### src/rtl/instr_issue_queue.sv
// -----------------------------------------------------------------------------
// instr_issue_queue
//   Instruction feeder for the snooping-coherence system. Buffers 10-bit
//   coherence instructions {op[9], proc[8:7], tag[6:4], value[3:0]} in a FIFO.
//   It presents one instruction per 4-step bus transaction. The pop happens on
//   the edge where step==3. The presented instruction then stays stable on
//   Instruc for steps 0..3 of the following window.
//
//   Optional feature macro: ISSUE_CHECK_EN
//     defined   : pushes addressing proc==2'b11 are accepted but discarded;
//                 drop_cnt counts them (saturating) and err_invalid latches.
//     undefined : every push is enqueued; err_invalid and drop_cnt read 0.
//
// Ports
//   clock        in   1        system clock, rising edge
//   reset        in   1        synchronous, active-high
//   step         in   2        shared transaction step counter
//   in_valid     in   1        producer offers in_instr
//   in_instr     in   INSTR_W  instruction to enqueue
//   in_ready     out  1        queue can accept (= !full)
//   Instruc      out  INSTR_W  registered instruction presented to the caches
//   issue_valid  out  1        Instruc is fresh for the current window
//   count        out  CNT_W    queued entries (excludes the presented one)
//   full         out  1        count == DEPTH
//   empty        out  1        count == 0
//   err_invalid  out  1        sticky invalid-processor drop flag
//   drop_cnt     out  8        dropped instruction count, saturating at 255
// -----------------------------------------------------------------------------
module instr_issue_queue #(
  parameter  int DEPTH   = 8,
  parameter  int INSTR_W = 10,
  localparam int CNT_W   = $clog2(DEPTH + 1)
) (
  input  logic               clock,
  input  logic               reset,
  input  logic [1:0]         step,
  input  logic               in_valid,
  input  logic [INSTR_W-1:0] in_instr,
  output logic               in_ready,
  output logic [INSTR_W-1:0] Instruc,
  output logic               issue_valid,
  output logic [CNT_W-1:0]   count,
  output logic               full,
  output logic               empty,
  output logic               err_invalid,
  output logic [7:0]         drop_cnt
);

  localparam int PTR_W = $clog2(DEPTH);

  logic [INSTR_W-1:0] mem [DEPTH];
  logic [PTR_W-1:0]   rd_ptr;
  logic [PTR_W-1:0]   wr_ptr;
  logic               push;
  logic               drop;
  logic               enq;
  logic               pop;
  logic               issue_edge;

  assign full       = (count == CNT_W'(DEPTH));
  assign empty      = (count == '0);
  assign in_ready   = !full;
  assign push       = in_valid && in_ready;
  assign issue_edge = (step == 2'b11);
  // No bypass: pop looks only at registered occupancy, so an entry pushed on
  // the issue edge waits for the next window.
  assign pop        = issue_edge && !empty;

`ifdef ISSUE_CHECK_EN
  assign drop = push && (in_instr[8:7] == 2'b11);
`else
  assign drop = 1'b0;
`endif

  assign enq = push && !drop;

  // Storage needs no reset; validity is tracked by the pointers and count.
  always_ff @(posedge clock) begin
    if (enq) mem[wr_ptr] <= in_instr;
  end

  always_ff @(posedge clock) begin
    if (reset) begin
      rd_ptr      <= '0;
      wr_ptr      <= '0;
      count       <= '0;
      Instruc     <= '0;
      issue_valid <= 1'b0;
    end else begin
      if (enq) wr_ptr <= wr_ptr + PTR_W'(1);

      if (issue_edge) begin
        issue_valid <= pop;
        if (pop) begin
          Instruc <= mem[rd_ptr];
          rd_ptr  <= rd_ptr + PTR_W'(1);
        end
      end

      case ({enq, pop})
        2'b10:   count <= count + CNT_W'(1);
        2'b01:   count <= count - CNT_W'(1);
        default: count <= count;
      endcase
    end
  end

`ifdef ISSUE_CHECK_EN
  always_ff @(posedge clock) begin
    if (reset) begin
      err_invalid <= 1'b0;
      drop_cnt    <= '0;
    end else if (drop) begin
      err_invalid <= 1'b1;
      if (drop_cnt != '1) drop_cnt <= drop_cnt + 8'd1;
    end
  end
`else
  assign err_invalid = 1'b0;
  assign drop_cnt    = '0;
`endif

endmodule

### config.mk
export PLATFORM = sky130hd
export DESIGN_NAME = instr_issue_queue
export DESIGN_NICKNAME = d
export VERILOG_FILES = /design/src/rtl/instr_issue_queue.sv
export SDC_FILE = /design/constraint.sdc
export NUM_CORES = 1
export LEC_CHECK = 0
export CAP_MARGIN = 10
export CORE_AREA = 2 2 93 95
export CTS_BUF_LIST = sky130_fd_sc_hd__clkbuf_4 sky130_fd_sc_hd__clkbuf_8
export DETAILED_ROUTE_END_ITERATION = 12
export DIE_AREA = 0 0 95 97
export DONT_BUFFER_PORTS = 1
export PLACE_DENSITY = 0.62
export REMOVE_ABC_BUFFERS = 1
export SLEW_MARGIN = 10
export SYNTH_ARGS = -nofsm -noshare
export SYNTH_HDL_FRONTEND = slang
export SYNTH_SLANG_ARGS = --single-unit
### constraint.sdc
create_clock -name clock -period 3.7 [get_ports clock]
set_input_delay 0.74 -clock clock [delete_from_list [all_inputs] [get_ports clock]]
set_output_delay 0.74 -clock clock [all_outputs]
set_load 0.005 [all_outputs]
### Word-level counts from Yosys, hierarchy flattened

Memories as Yosys holds them, arrays and structs flattened. A register that Yosys moved wholly into a read port is not among the register bits.
Cells that the tools add are included.

* register bits: 11
* memory bits (writable): 80
* input port bits: 15
* output and inout bits: 27
* logic and storage cells: 23
* memories kept: 1

* $add $sub $neg: 4
* equal/unequal tests: 4
* mux-type cells: 3
* reductions and logical operators: 7

Memories
* mem: words 8, bits a word 10, rd ports 1, clocked after Yosys merged registers in 1, wr ports 1, line 51 `logic [INSTR_W-1:0] mem [DEPTH];`

Operators by type and width (count)
* one-hot mux 4 bit (2 select lines): 1
* adder 3 x 1 -> 3 bit, second input constant: 2
* adder 4 x 1 -> 4 bit, second input constant: 1
* equality test 2 bit, second input constant: 2
* equality test 4 bit, second input constant: 1
* zero test 4 bit: 1
* subtractor 4 x 1 -> 4 bit, second input constant: 1
* equality test 2 x 1 -> 1 bit, second input constant: 1
* logical AND 1 bit: 2
* zero test 1 bit: 2
* two-way mux 1 bit: 2
* AND reduction 2 bit: 1
* nonzero test 2 bit: 1

### Longest topological paths before layout

* depth in word-level cells: 5
* gate-level depth with buffers: 12
* gate-level depth less buffers: 9

### Worst setup path before layout

OpenSTA, ideal clock, no wires.

* path type: input to register
* from: in step[0]
* to: reg count[3]
* library setup time: 71 ps
* arrival: 2708 ps
* required time: 3629 ps
* slack: 921 ps
* stages on the path: 10
* path buffers: 2
* path through: and2_0 > and2_4 > buf_6 > buf_6 > ha_1 > ha_1 > a21oi_1 > a21oi_1 > or4_1 > a21oi_1

* word-level cells in the longest chain between the ends: 4
* elaborated cells between the ends (all ways): 6
* those cells by class: eq/ne (3); mux (1); reduce/logical (2)

Ends and longest elaborated chain
* from (decl): line 36 `input logic [1:0] step,`
* equality test 2 bit (*): line 64 `assign issue_edge = (step == 2'b11);`
* logical AND 1 bit (*): line 67 `assign pop = issue_edge && !empty;`
* named net pop: line 57 `logic pop;`
* equality test 2 x 1 -> 1 bit or equality test 2 bit (tied branches): line 100 `case ({enq, pop})`
* one-hot mux 4 bit (2 select lines) or nonzero test 2 bit (tied branches)
* to (signal assigned): line 101 `2'b10: count <= count + CNT_W'(1);`
* to (signal assigned): line 102 `2'b01: count <= count - CNT_W'(1);`
* to (signal assigned): line 103 `default: count <= count;`
* to (decl): line 42 `output logic [CNT_W-1:0] count,`

Mark *: on every way through the listed nets, which the timed path passes. The rest lies on a longest branch.
A chain may end at the register's enable or synchronous reset.

### Worst setup path after layout

* from: reg count[0]
* to: reg count[3]

* word-level cells in the longest chain between the ends: 5
* elaborated cells between the ends (all ways): 12
* those cells by class: add/sub (2); eq/ne (3); mux (1); reduce/logical (6)

Ends and longest elaborated chain
* equality test 4 bit (*): line 60 `assign full = (count == CNT_W'(DEPTH));`
* zero test 1 bit (*): line 62 `assign in_ready = !full;`
* named net in_ready: line 39 `output logic in_ready,`
* logical AND 1 bit (*): line 63 `assign push = in_valid && in_ready;`
* equality test 2 x 1 -> 1 bit or equality test 2 bit (tied branches): line 100
* one-hot mux 4 bit (2 select lines) or nonzero test 2 bit (tied branches)

Marked as above.

==> results.cfg <==
[routing]
vias = 1984
route.final.wire_length_um = 7010
first_pass_detailed_route_iteration_total = 4
drcViolationCount = 0
number_of_drc_markers_after_the_initial_detailed_route_iteration = 66
ant_nets = 0
routed_wire_length_per_instance_um = 19.8
detail_route.vias_per_cell = 5.59

[finish]
fill_cells = 656
proportion_of_layout_cells_with_a_drive_suffix_above_1_pct = 21.2
antenna_cells_inserted = 0
finish.net_count = 266
most-common-layout-cells = edfxtp_1 (80), nor2_1 (24), dfxtp_1 (21), mux4_2 (20), nor3_1 (14)
commonest_non_fill_non_tap_cell_in_the_layout = edfxtp_1
syn_to_final_growth_pct = 8.04

[pwr]
p_leak_nw = 1.39
worst_ir_drop_vdd_mv = 0.237
cellPowerDensity_mw_per_mm2 = 535
post-layout-total-power_mw = 2.30

[critical_path]
timing_worst_setup_path_type = reg2reg
critPathMaxFanout = 7
cp-end-kind = register
r2r_end = count[3]$_SDFFE_PP0P_
regToRegStartpoint = count[0]$_SDFFE_PP0P_
cp_data_required_time_ns = 4.00
worst_setup_sp_type = register
path_cells = or4b_2 > nand2_4 > ha_1 > ha_1 > a21oi_1 > a21oi_1 > or4_1 > a21oi_1
r2r_slack_ns = 0.86
critical-path-top-cell-by-count = a21oi_1
cp_slowest_cell = or4b_2
worst_setup_path_startpoint = count[0]$_SDFFE_PP0P_
critical_path_arrival_ns = 3.14
reg2regPathDepth = 8
slowest_delay_ns = 0.82

[cts]
cts_post_setup_buffers_inserted = 0
clock_insertion_delay_worst_skew_ns = 0.36
cts_buffer_count = 9
clkSlewWorstSetupHoldPaths_ns = 0.10
cts-htree-levels = 3
clock_tree.buffer_depth = 2
ctsHoldBuffers = 0
cts-resized-gates = 0
cts_tree = done
cts.sinks = 101
root_buffer = clkbuf_8

[flow_run]
maxCapViolCount = 0

[synth]
synth.top_cell.area_share_pct = 60.3
ys_async_sr_fraction_pct = 0
syn-cell-area_mm2 = 0.00399
syn_inst = 237
synth_seq_area_share_pct = 70.8
ys_warn_count = 0
synth.area.top_cells = edfxtp_1 (60%), mux4_2 (11%), dfxtp_1 (11%)
netlist-cell-type-count = 32
synth_area_leader_cell = edfxtp_1
ys_dominant_reg_cell = edfxtp_1
synth.avg_cell_area_um2 = 16.8
number_of_flops_mapped_to_enable_cells_by_yosys = 80
ys_seq_elements = 101

[grt]
grt_max_degree = 23
grt_first_pass_wirelength_um = 10600
grt_util_all_layers_pct = 16.4
number_of_global_route_vias_before_repair = 1899
grt.overflow.total = 0
antenna_found_initial = 0

[min_path]
hp-start = reset
worstHoldPathCells = 1
holdPathEnd = count[1]$_SDFFE_PP0P_
hold_path.class = in2reg

[floorplanning]
die_y_um = 97
pin_count = 42
dieArea_mm2 = 0.00922
initial_cell_density_of_the_core_pct = 49.0
placement_rows = 33
placeableCoreArea_mm2 = 0.00813
die_width_um = 95

[sta]
setup_repair_after_global_routing_missed_its_margin = false
setup_viol = 0
clock-skew-final_ns = 0.0131
max_slew_margin_pct = 27.1
final.setup.tns_ns = 0
worst_margin_slew_ns = 1.09
max_freq_ghz = 0.352
finalMaxSlewViolations = 0
finalHoldViolations = 0
crit_share_post_route_pct = 76.7
final.min_clock_period_ns = 2.84

[place]
dpl.hpwl_um = 4100
io_buffer_count = 0
gp_routability_congestion = 0.709

[run_status]
status = completed
==> worst max path at each step <==
stage                                 end  depth (start not counted)
finish              count[3]$_SDFFE_PP0P_                          8
global route        count[3]$_SDFFE_PP0P_                          8
CTS                 count[3]$_SDFFE_PP0P_                          8
detailed placement  count[3]$_SDFFE_PP0P_                          8
global placement    count[3]$_SDFFE_PP0P_                          8
floorplan           count[3]$_SDFFE_PP0P_                          8
==> sequential cells by signal, summed over array words and instances, names as in the netlist <==
register and flops:
wr_ptr 3, count 4, mem 80, issue_valid 1
rd_ptr 3, Instruc 10
==> final cells by class <==
| type | count | area (µm²) | area share [%] |
|---|---|---|---|
| clock buffer | 11 | 145 | 3.37 |
| clock inverter | 5 | 66.3 | 1.54 |
| inverter | 6 | 22.5 | 0.523 |
| multi-input combinational | 118 | 1050 | 24.4 |
| sequential | 101 | 2820 | 65.6 |
| tap | 105 | 131 | 3.05 |
| timing repair buffer | 9 | 67.6 | 1.57 |
==> stage by stage <==
| step | setup WS, ns | cell area (µm²) | instances | utilization, % | hold slack [ns] |
|---|---|---|---|---|---|
| 2_1_floorplan | 1.08 | 3880 | 225 | - | 0.482 |
| 3_3_place_gp | 0.942 | 4090 | 339 | 50.3 | 0.496 |
| 3_5_place_dp | 0.888 | 4090 | 339 | 50.3 | 0.498 |
| 4_1_cts | 0.867 | 4310 | 355 | 52.9 | 0.415 |
| 5_1_grt | 0.730 | 4310 | 355 | 52.9 | 0.408 |
| 6_report | 0.862 | 4310 | 355 | 52.9 | 0.432 |
==> worst max-delay path, delay by kind of cell, from the launching register on <==
kind,cells,cell delay (ns)
adders and majority gates,2,0.47
DFF,1,0.39
and+or+nand+nor,3,1.46
AOI/OAI and AO/OA,3,0.45
==> power breakdown <==
group	switching, mW	total [mW]	leakage (nW)	internal [mW]
combinational	0.126	0.245	0.391	0.119
sequential	0.0480	1.33	0.898	1.28
clock	0.382	0.729	0.105	0.347
total	0.556	2.30	1.39	1.75
==> cell usage after synthesis, types with 5 or more instances <==
master    count
edfxtp_1     80
dfxtp_1      21
nor2_1       24
nor3_1       14
ha_1          5
inv_1         6
clkbuf_1      5
nand3_1       5
buf_4         9
mux4_2       20
o22ai_1      10
a21oi_1       6
==> per-layer routing <==
metal  wire length [µm]  global-route usage (%)
met1               2980                    21.4
met2               3480                    25.6
met3                460                    5.76
met4                 93                    5.35
met5                  0                       0
==> cell families after synthesis <==
group           Yosys count  synth area share, %
compound gates           18                 2.73
xor+xnor                  6                 1.32
fa+ha+maj                 6                 2.07
buf+inv                  26                 3.96
flops                   101                 70.8
mux                      21                 11.6
other cells               1               0.0941
simple gates             58                 7.44
Power figures use the tool's default switching activity.
